File: src/rtl/count_start_sequencer_if.sv
// Host-side command/response channel of the count/start sequencer.
//   cmd_valid/cmd_ready/cmd_target : one target-count command per handshake
//   rsp_valid/rsp_ready            : one status response per command
//   rsp_timeout/rsp_count          : run outcome and count sampled at run end
// master = host side, slave = sequencer side.
interface count_start_sequencer_if #(
  parameter int unsigned CNT_W = 8
);
  logic             cmd_valid;
  logic             cmd_ready;
  logic [CNT_W-1:0] cmd_target;
  logic             rsp_valid;
  logic             rsp_ready;
  logic             rsp_timeout;
  logic [CNT_W-1:0] rsp_count;

  modport master (
    output cmd_valid, cmd_target, rsp_ready,
    input  cmd_ready, rsp_valid, rsp_timeout, rsp_count
  );

  modport slave (
    input  cmd_valid, cmd_target, rsp_ready,
    output cmd_ready, rsp_valid, rsp_timeout, rsp_count
  );
endinterface

File: src/rtl/count_start_sequencer.sv
// Upstream controller for the start/count counter stage. Takes a target-count
// command, pulses start for one cycle, watches the counter until it reaches
// the target or the timeout expires, then returns one status response.
// Ports:
//   clk_i, reset_i : clock, synchronous active-high reset
//   host_if        : command/response channel (slave side)
//   start_o        : one-cycle start pulse to the counter stage
//   count_i        : running count from the counter stage
//   busy_o         : high whenever the sequencer is not idle
module count_start_sequencer #(
  parameter int unsigned CNT_W       = 8,
  parameter int unsigned TIMEOUT_CYC = 1024,
  parameter int unsigned GAP_CYC     = 2
) (
  input  logic                    clk_i,
  input  logic                    reset_i,
  count_start_sequencer_if.slave  host_if,
  output logic                    start_o,
  input  logic [CNT_W-1:0]        count_i,
  output logic                    busy_o
);

  localparam int unsigned TMR_W    = $clog2(TIMEOUT_CYC);
  localparam int unsigned GAP_W    = (GAP_CYC > 1) ? $clog2(GAP_CYC) : 1;
  localparam int unsigned GAP_LAST = (GAP_CYC > 0) ? GAP_CYC - 1 : 0;

  typedef enum logic [2:0] {
    S_IDLE,
    S_START,
    S_WAIT,
    S_RESP,
    S_GAP
  } state_e;

  state_e             state_q;
  logic               start_q;
  logic               rsp_valid_q;
  logic               rsp_timeout_q;
  logic [CNT_W-1:0]   rsp_count_q;
  logic [TMR_W-1:0]   timer_q;
  logic [CNT_W-1:0]   target_q;
  logic [GAP_W-1:0]   gap_q;

  logic hit_c;
  logic expired_c;

  // Compare is masked on the first WAIT cycle: the counter is still reacting to start.
  assign hit_c     = (timer_q != '0) && (count_i >= target_q);
  assign expired_c = (timer_q == TMR_W'(TIMEOUT_CYC - 1));

  // Sequencer FSM with registered outputs.
  always_ff @(posedge clk_i) begin
    if (reset_i) begin
      state_q       <= S_IDLE;
      start_q       <= 1'b0;
      rsp_valid_q   <= 1'b0;
      rsp_timeout_q <= 1'b0;
      rsp_count_q   <= '0;
      timer_q       <= '0;
      target_q      <= '0;
      gap_q         <= '0;
    end else begin
      start_q <= 1'b0;
      case (state_q)
        S_IDLE: begin
          if (host_if.cmd_valid) begin
            target_q <= host_if.cmd_target;
            start_q  <= 1'b1;
            state_q  <= S_START;
          end
        end
        S_START: begin
          timer_q <= '0;
          state_q <= S_WAIT;
        end
        S_WAIT: begin
          timer_q <= timer_q + 1'b1;
          if (hit_c || expired_c) begin
            // A hit on the final timer cycle still reports success.
            rsp_timeout_q <= !hit_c;
            rsp_count_q   <= count_i;
            rsp_valid_q   <= 1'b1;
            state_q       <= S_RESP;
          end
        end
        S_RESP: begin
          if (host_if.rsp_ready) begin
            rsp_valid_q <= 1'b0;
            gap_q       <= '0;
            state_q     <= (GAP_CYC == 0) ? S_IDLE : S_GAP;
          end
        end
        S_GAP: begin
          if (gap_q == GAP_W'(GAP_LAST)) begin
            state_q <= S_IDLE;
          end else begin
            gap_q <= gap_q + 1'b1;
          end
        end
        default: state_q <= S_IDLE;
      endcase
    end
  end

  // cmd_ready must drop as soon as reset is asserted, not one edge later.
  assign host_if.cmd_ready   = (state_q == S_IDLE) && !reset_i;
  assign host_if.rsp_valid   = rsp_valid_q;
  assign host_if.rsp_timeout = rsp_timeout_q;
  assign host_if.rsp_count   = rsp_count_q;
  assign start_o             = start_q;
  assign busy_o              = (state_q != S_IDLE);

endmodule

File: src/flat_wrapper.sv
// flat-port wrapper written by rule: the top's interface ports become plain ports
module count_start_sequencer_flat 
#(
  parameter int unsigned CNT_W       = 8,
  parameter int unsigned TIMEOUT_CYC = 1024,
  parameter int unsigned GAP_CYC     = 2
)
  (clk_i, reset_i, start_o, count_i, busy_o, host_if_cmd_valid, host_if_cmd_target, host_if_rsp_ready, host_if_cmd_ready, host_if_rsp_valid, host_if_rsp_timeout, host_if_rsp_count);
  count_start_sequencer_if #(.CNT_W(CNT_W)) host_if_i ();
  input  logic clk_i;
  input  logic reset_i;
  output logic start_o;
  input  logic [CNT_W-1:0] count_i;
  output logic busy_o;
  input wire logic [$bits(host_if_i.cmd_valid)-1:0] host_if_cmd_valid;
  input wire logic [$bits(host_if_i.cmd_target)-1:0] host_if_cmd_target;
  input wire logic [$bits(host_if_i.rsp_ready)-1:0] host_if_rsp_ready;
  output wire logic [$bits(host_if_i.cmd_ready)-1:0] host_if_cmd_ready;
  output wire logic [$bits(host_if_i.rsp_valid)-1:0] host_if_rsp_valid;
  output wire logic [$bits(host_if_i.rsp_timeout)-1:0] host_if_rsp_timeout;
  output wire logic [$bits(host_if_i.rsp_count)-1:0] host_if_rsp_count;
  assign host_if_i.cmd_valid = host_if_cmd_valid;
  assign host_if_i.cmd_target = host_if_cmd_target;
  assign host_if_i.rsp_ready = host_if_rsp_ready;
  assign host_if_cmd_ready = host_if_i.cmd_ready;
  assign host_if_rsp_valid = host_if_i.rsp_valid;
  assign host_if_rsp_timeout = host_if_i.rsp_timeout;
  assign host_if_rsp_count = host_if_i.rsp_count;
  count_start_sequencer #(.CNT_W(CNT_W), .TIMEOUT_CYC(TIMEOUT_CYC), .GAP_CYC(GAP_CYC)) u_core (.clk_i(clk_i), .reset_i(reset_i), .host_if(host_if_i), .start_o(start_o), .count_i(count_i), .busy_o(busy_o));
endmodule
File: config.mk
export PLATFORM = sky130hd
export DESIGN_NAME = count_start_sequencer_flat
export DESIGN_NICKNAME = d
export VERILOG_FILES = /design/src/rtl/count_start_sequencer_if.sv /design/src/rtl/count_start_sequencer.sv /design/src/flat_wrapper.sv
export SDC_FILE = /design/constraint.sdc
export NUM_CORES = 1
export LEC_CHECK = 0
export BUFFER_PORTS_ARGS = -buffer_cell sky130_fd_sc_hd__buf_2
export CORE_AREA = 2 2 56 68
export DETAILED_ROUTE_END_ITERATION = 12
export DIE_AREA = 0 0 58 70
export GPL_TIMING_DRIVEN = 0
export PLACE_DENSITY = 0.78
export SETUP_SLACK_MARGIN = 0.2
export SLEW_MARGIN = 20
export SYNTH_ARGS = -nofsm -noshare
export SYNTH_HDL_FRONTEND = slang
export SYNTH_SLANG_ARGS = --single-unit
File: constraint.sdc
create_clock -name clk_i -period 2.4 [get_ports clk_i]
set_input_delay 0.24 -clock clk_i [delete_from_list [all_inputs] [get_ports clk_i]]
set_output_delay 0.24 -clock clk_i [all_outputs]
set_load 0.1 [all_outputs]
## Word level (Yosys, flattened, before mapping)

Index checks and enable logic that the tools add are counted.

| word-level totals | value |
|---|---|
| flip-flop bits (word level) | 33 |
| input bits | 20 |
| output and inout bits | 13 |
| logic and storage cells | 50 |

| cells by class | value |
|---|---|
| $add $sub $neg | 2 |
| $lt $le $gt $ge | 1 |
| equality and inequality tests | 9 |
| multiplexer cells | 12 |
| bitwise logic cells | 1 |
| reduce and logical (&&, ||, !) cells | 17 |

Operators by type and width:

| cell | number |
|---|---|
| 10-bit case mux with 2 select lines | 1 |
| 3-bit case mux with 5 select lines | 1 |
| 3-bit two-way mux | 4 |
| 10-bit by 1-bit adder with 10-bit output, second input constant | 1 |
| 10-bit equality test, second input constant | 1 |
| 10-bit nonzero test | 1 |
| 8-bit greater-or-equal comparator | 1 |
| 3-bit by 2-bit equality test with 1-bit output, second input constant | 2 |
| 2-bit AND reduction | 3 |
| 2-bit nonzero test | 3 |
| 1-bit two-way mux | 4 |
| 2-bit by 1-bit inequality test with 1-bit output, second input constant | 2 |
| 2-bit inequality test, second input constant | 2 |
| 1-bit case mux with 2 select lines | 2 |
| 4-bit AND reduction | 1 |
| 3-bit by 1-bit equality test with 1-bit output, second input constant | 1 |
| 3-bit equality test, second input constant | 1 |
| 3-bit logical NOT | 1 |
| 3-bit AND reduction | 1 |
| 3-bit nonzero test | 1 |
| 1-bit logical AND | 2 |
| 1-bit logical NOT | 2 |
| 2-bit OR reduction | 1 |
| 1-bit adder, second input constant | 1 |
| other kinds (2) | 2 |

## Longest topological paths before layout

| depth | value |
|---|---|
| depth after elaboration | 5 |
| gate-level depth with buffers | 8 |

## Worst setup path before layout

Ideal clock, no wire load.

| path | value |
|---|---|
| path type | reg-to-output |
| from | register u_core.state_q[0] |
| to | output host_if_cmd_ready |
| arrival time | 2748 ps |
| path slack | -588 ps |
| stages on the path, launching flop included | 4 |
| buffers on the path | 0 |
| cell sequence | dfxtp_1 > nor2_1 > nand2_1 > nor2_1 |

| on the way | value |
|---|---|
| word-level cells in the longest chain between the ends | 2 |

Ends and longest elaborated chain:

| what | RTL line | text |
|---|---|---|
| start, declared | count_start_sequencer.sv:35 | `state_e state_q;` |
| start signal, assigned | count_start_sequencer.sv:90 | `state_q <= (GAP_CYC == 0) ? S_IDLE : S_GAP;` |
| 3-bit logical NOT | count_start_sequencer.sv:106 | `assign host_if.cmd_ready = (state_q == S_IDLE) && !reset_i;` |
| 1-bit logical AND | count_start_sequencer.sv:106 |  |
| end, declared | flat_wrapper.sv:18 | `output wire logic [$bits(host_if_i.cmd_ready)-1:0] host_if_cmd_ready;` |

Every way passes these cells.

## Worst setup path after layout

Same ends and word-level chain as after synthesis.

==> results.py <==
metrics = {
    "global_routing": {
        "grt_pass1_wl_um": 6910,
        "use_met2_pct": 38.4,
        "grt_max_degree": 11,
        "grtUsageMet1_pct": 24.1,
        "antenna_found_initial": 0,
        "use_met3_pct": 5.56,
        "groute.usage.overall_pct": 22.0,
        "grt_busiest_layer": "met2",
        "overflow": 0,
        "grt_pass1_vias": 1609,
    },
    "setup_path": {
        "start_kind": "flip-flop",
        "r2r-start": "u_core.target_q[3]",
        "crit_fanout": 8,
        "crit_path_max_incr_delay_ns": 0.48,
        "cp_top_family": "simple AND/OR/NAND/NOR gates",
        "cp.depth": 4,
        "r2r_cells": 7,
        "critical_path_buf_inv_count": 1,
        "path_class": "reg2out",
        "end_kind": "output port",
        "crit_slowest_cell": "nor2_1",
        "worstPathCellList": "nor2_1 > nand2_2 > nor2_4 > buf_2",
        "worstPathArrival_ns": 1.84,
        "worstSetupStartpoint": "u_core.state_q[0]",
        "cp_data_required_time_ns": 2.16,
    },
    "sta": {
        "maxSlewViolCount": 0,
        "tightest_slew_ns": 0.587,
        "min_period_ns": 2.08,
        "skew_ns": 0.00888,
        "slew_headroom_pct": 60.7,
        "fmax_mhz": 480,
        "rsz0062_at_grt": "no",
        "fin_crit_sh_pct": 86.8,
        "setup-tns-final_ns": 0,
        "finalWorstSetupSlack_ns": 0.317,
        "setup_viol": 0,
        "finalHoldViolations": 0,
    },
    "yosys": {
        "synth_top_area_share_pct": 36.8,
        "synth_edf_count": 0,
        "synth_seq_cells": 33,
        "muxShareOfSynthArea_pct": 4.46,
        "synth_compound_area_share_pct": 19.2,
        "synthAdderAreaFrac_pct": 6.97,
        "synthArstFlopShare_pct": 0,
        "syn_inst": 230,
        "synthTopCellsByArea": "dfxtp_1 37%, a21oi_1 7.2%, ha_1 7.0%",
        "yosysWarnings": 0,
        "yosys.area_share.simple_pct": 26.6,
        "synth_xor_area_share_pct": 0,
        "syn_area_um2": 1800,
        "synth-seq-area-share_pct": 36.8,
        "syn_area_per_cell_um2": 7.81,
        "synth_top_family_by_area": "simple AND/OR/NAND/NOR gates",
        "synth_nets": 260,
        "yosys.area.top_type": "dfxtp_1",
        "synth_flop_cell": "dfxtp_1",
        "synth.distinct_cells": 36,
    },
    "finish": {
        "post-route-util_pct": 61.2,
        "area_delta_synth_final_pct": 18.7,
        "drive_gt1_share_pct": 17.4,
        "fill_cells": 310,
        "antenna_cells": 0,
        "final_cell_mix": "33 x buf_2, 33 x dfxtp_1, 32 x nand2_1",
        "final_net_count": 299,
    },
    "clocking": {
        "cts.sinks": 33,
        "cts_buffers": 5,
        "clockRootBuffer": "clkbuf_8",
        "htreeDepth": 2,
        "cts_tree": "yes",
        "path_clk_slew_ns": 0.07,
        "clk_latency_ns": 0.28,
        "clockBufferDepth": 2,
        "post_cts_buffers": 0,
    },
    "drt": {
        "route.detailed.drc": 0,
        "wl_per_cell_um": 13.2,
        "totalWireLength_um": 4070,
        "drt-initial-drc-count": 70,
        "drtAntennaViolNets": 0,
        "firstDrtPassIters": 4,
        "via_count": 1716,
        "viasPerCell": 5.55,
    },
    "pwr": {
        "total_power_mw": 1.44,
        "seqPwrFrac_pct": 40.7,
        "ir_worst_vdd_uv": 527,
        "p_int_mw": 1.00,
        "power_frac_clock_pct": 37.4,
        "power_frac_comb_pct": 21.9,
        "p_leak_nw": 0.856,
        "power_switching_share_pct": 30.4,
        "p_sw_mw": 0.440,
        "p_per_area_nw_per_um2": 677,
    },
    "placement": {
        "globalplace.congestion": 0.879,
        "port_buffers": 32,
        "dp_hpwl_um": 2960,
        "pre_cts_ws_ns": 0.395,
    },
    "die": {
        "die_area_um2": 4060,
        "start_util_pct": 51.5,
        "core_um2": 3480,
        "fp-row-count": 24,
        "dieHeight_um": 70,
        "io_pins": 33,
        "die_w_um": 58,
    },
    "worst_hold_path": {
        "hp-class": "in2reg",
        "min_from": "host_if_cmd_target[5]",
        "hold_depth": 3,
    },
    "run_status": {
        "status": "complete, no violations",
    },
    "job": {
        "maxCapViolations": 0,
    },
}
metrics by stage:
step | hold WS (ns) | std cells | area, um2
after floorplan | 0.376 | 230 | 1810
after global placement | 0.442 | 301 | 2010
after detailed placement | 0.446 | 301 | 2010
after CTS | 0.181 | 309 | 2130
after global routing | 0.189 | 309 | 2130
final | 0.191 | 309 | 2130
worst min-delay path, delay by kind of cell:
family / cells / cell delay (ns)
buffers and inverters: 1 / 0.10
AND/OR/NAND/NOR: 1 / 0.05
AO/OA/AOI/OAI: 1 / 0.05
metal layers:
metal | routed length [um] | vias up | share of wire, %
met5 | 0 | - | 0
li1 | - | 877 | -
met3 | 270 | 6 | 6.6
met4 | 74 | 0 | 1.8
met1 | 1670 | 776 | 41
met2 | 2060 | 57 | 50
Yosys cell counts, types with 2 or more instances:
| master | number |
|---|---|
| a21o_1 | 2 |
| a21oi_1 | 26 |
| a31oi_1 | 5 |
| a32o_1 | 2 |
| and2_1 | 3 |
| and3_1 | 3 |
| and4_1 | 3 |
| clkbuf_1 | 11 |
| dfxtp_1 | 33 |
| ha_1 | 10 |
| inv_1 | 13 |
| mux2i_1 | 8 |
| nand2_1 | 33 |
| nand2b_1 | 19 |
| nand3_1 | 5 |
| nand4_1 | 2 |
| nor2_1 | 15 |
| nor3_1 | 3 |
| nor4_1 | 3 |
| o21a_1 | 2 |
| o21ai_0 | 14 |
final timing paths:
check	endpoint	slack, ns
hold reg to reg	u_core.target_q[2]	0.46
hold / removal	u_core.target_q[5]	0.19
setup reg to reg	u_core.state_q[0]	0.44
setup / recovery	host_if_cmd_ready	0.32
state kept, by name, indices dropped and copies added, names as in the netlist:
register,count
u_core.host_if.rsp_valid,1
u_core.target_q,8
u_core.start_o,1
u_core.host_if.rsp_timeout,1
u_core.timer_q,10
u_core.host_if.rsp_count,8
u_core.gap_q,1
u_core.state_q,3
final cells by class:
class | instances | area, um2 | share of cell area (%)
multi-input cells | 171 | 1040 | 48.8
flip-flops and latches | 33 | 661 | 31.0
repair buffers | 32 | 160 | 7.51
clock buffers | 7 | 86.3 | 4.05
plain buffers | 13 | 57.6 | 2.70
inverters | 13 | 48.8 | 2.29
well taps | 39 | 48.8 | 2.29
clock inverters | 1 | 30.0 | 1.41
cells by family after synthesis:
family,count (synthesis)
DFF,33
adders and majority gates,10
AOI/OAI and AO/OA,58
muxes,8
buffers and inverters,26
and+or+nand+nor,95
power groups by stage:
stage / Sequential [mW] / Clock [mW] / Combinational (mW)
5_1_grt: 0.592 / 0.569 / 0.351
3_5_place_dp: 0.601 / 0 / 0.314
4_1_cts: 0.588 / 0.553 / 0.315
3_3_place_gp: 0.600 / 0 / 0.309
6_report: 0.588 / 0.540 / 0.316
2_1_floorplan: 0.623 / 0 / 0.215
what timing repair did:
action	4_1_cts	5_1_grt
hold endpoints to repair	0	0
gates resized for setup	0	1
setup endpoints to repair	0	1
hold buffers	0	0
Power figures use the tool's default switching activity.
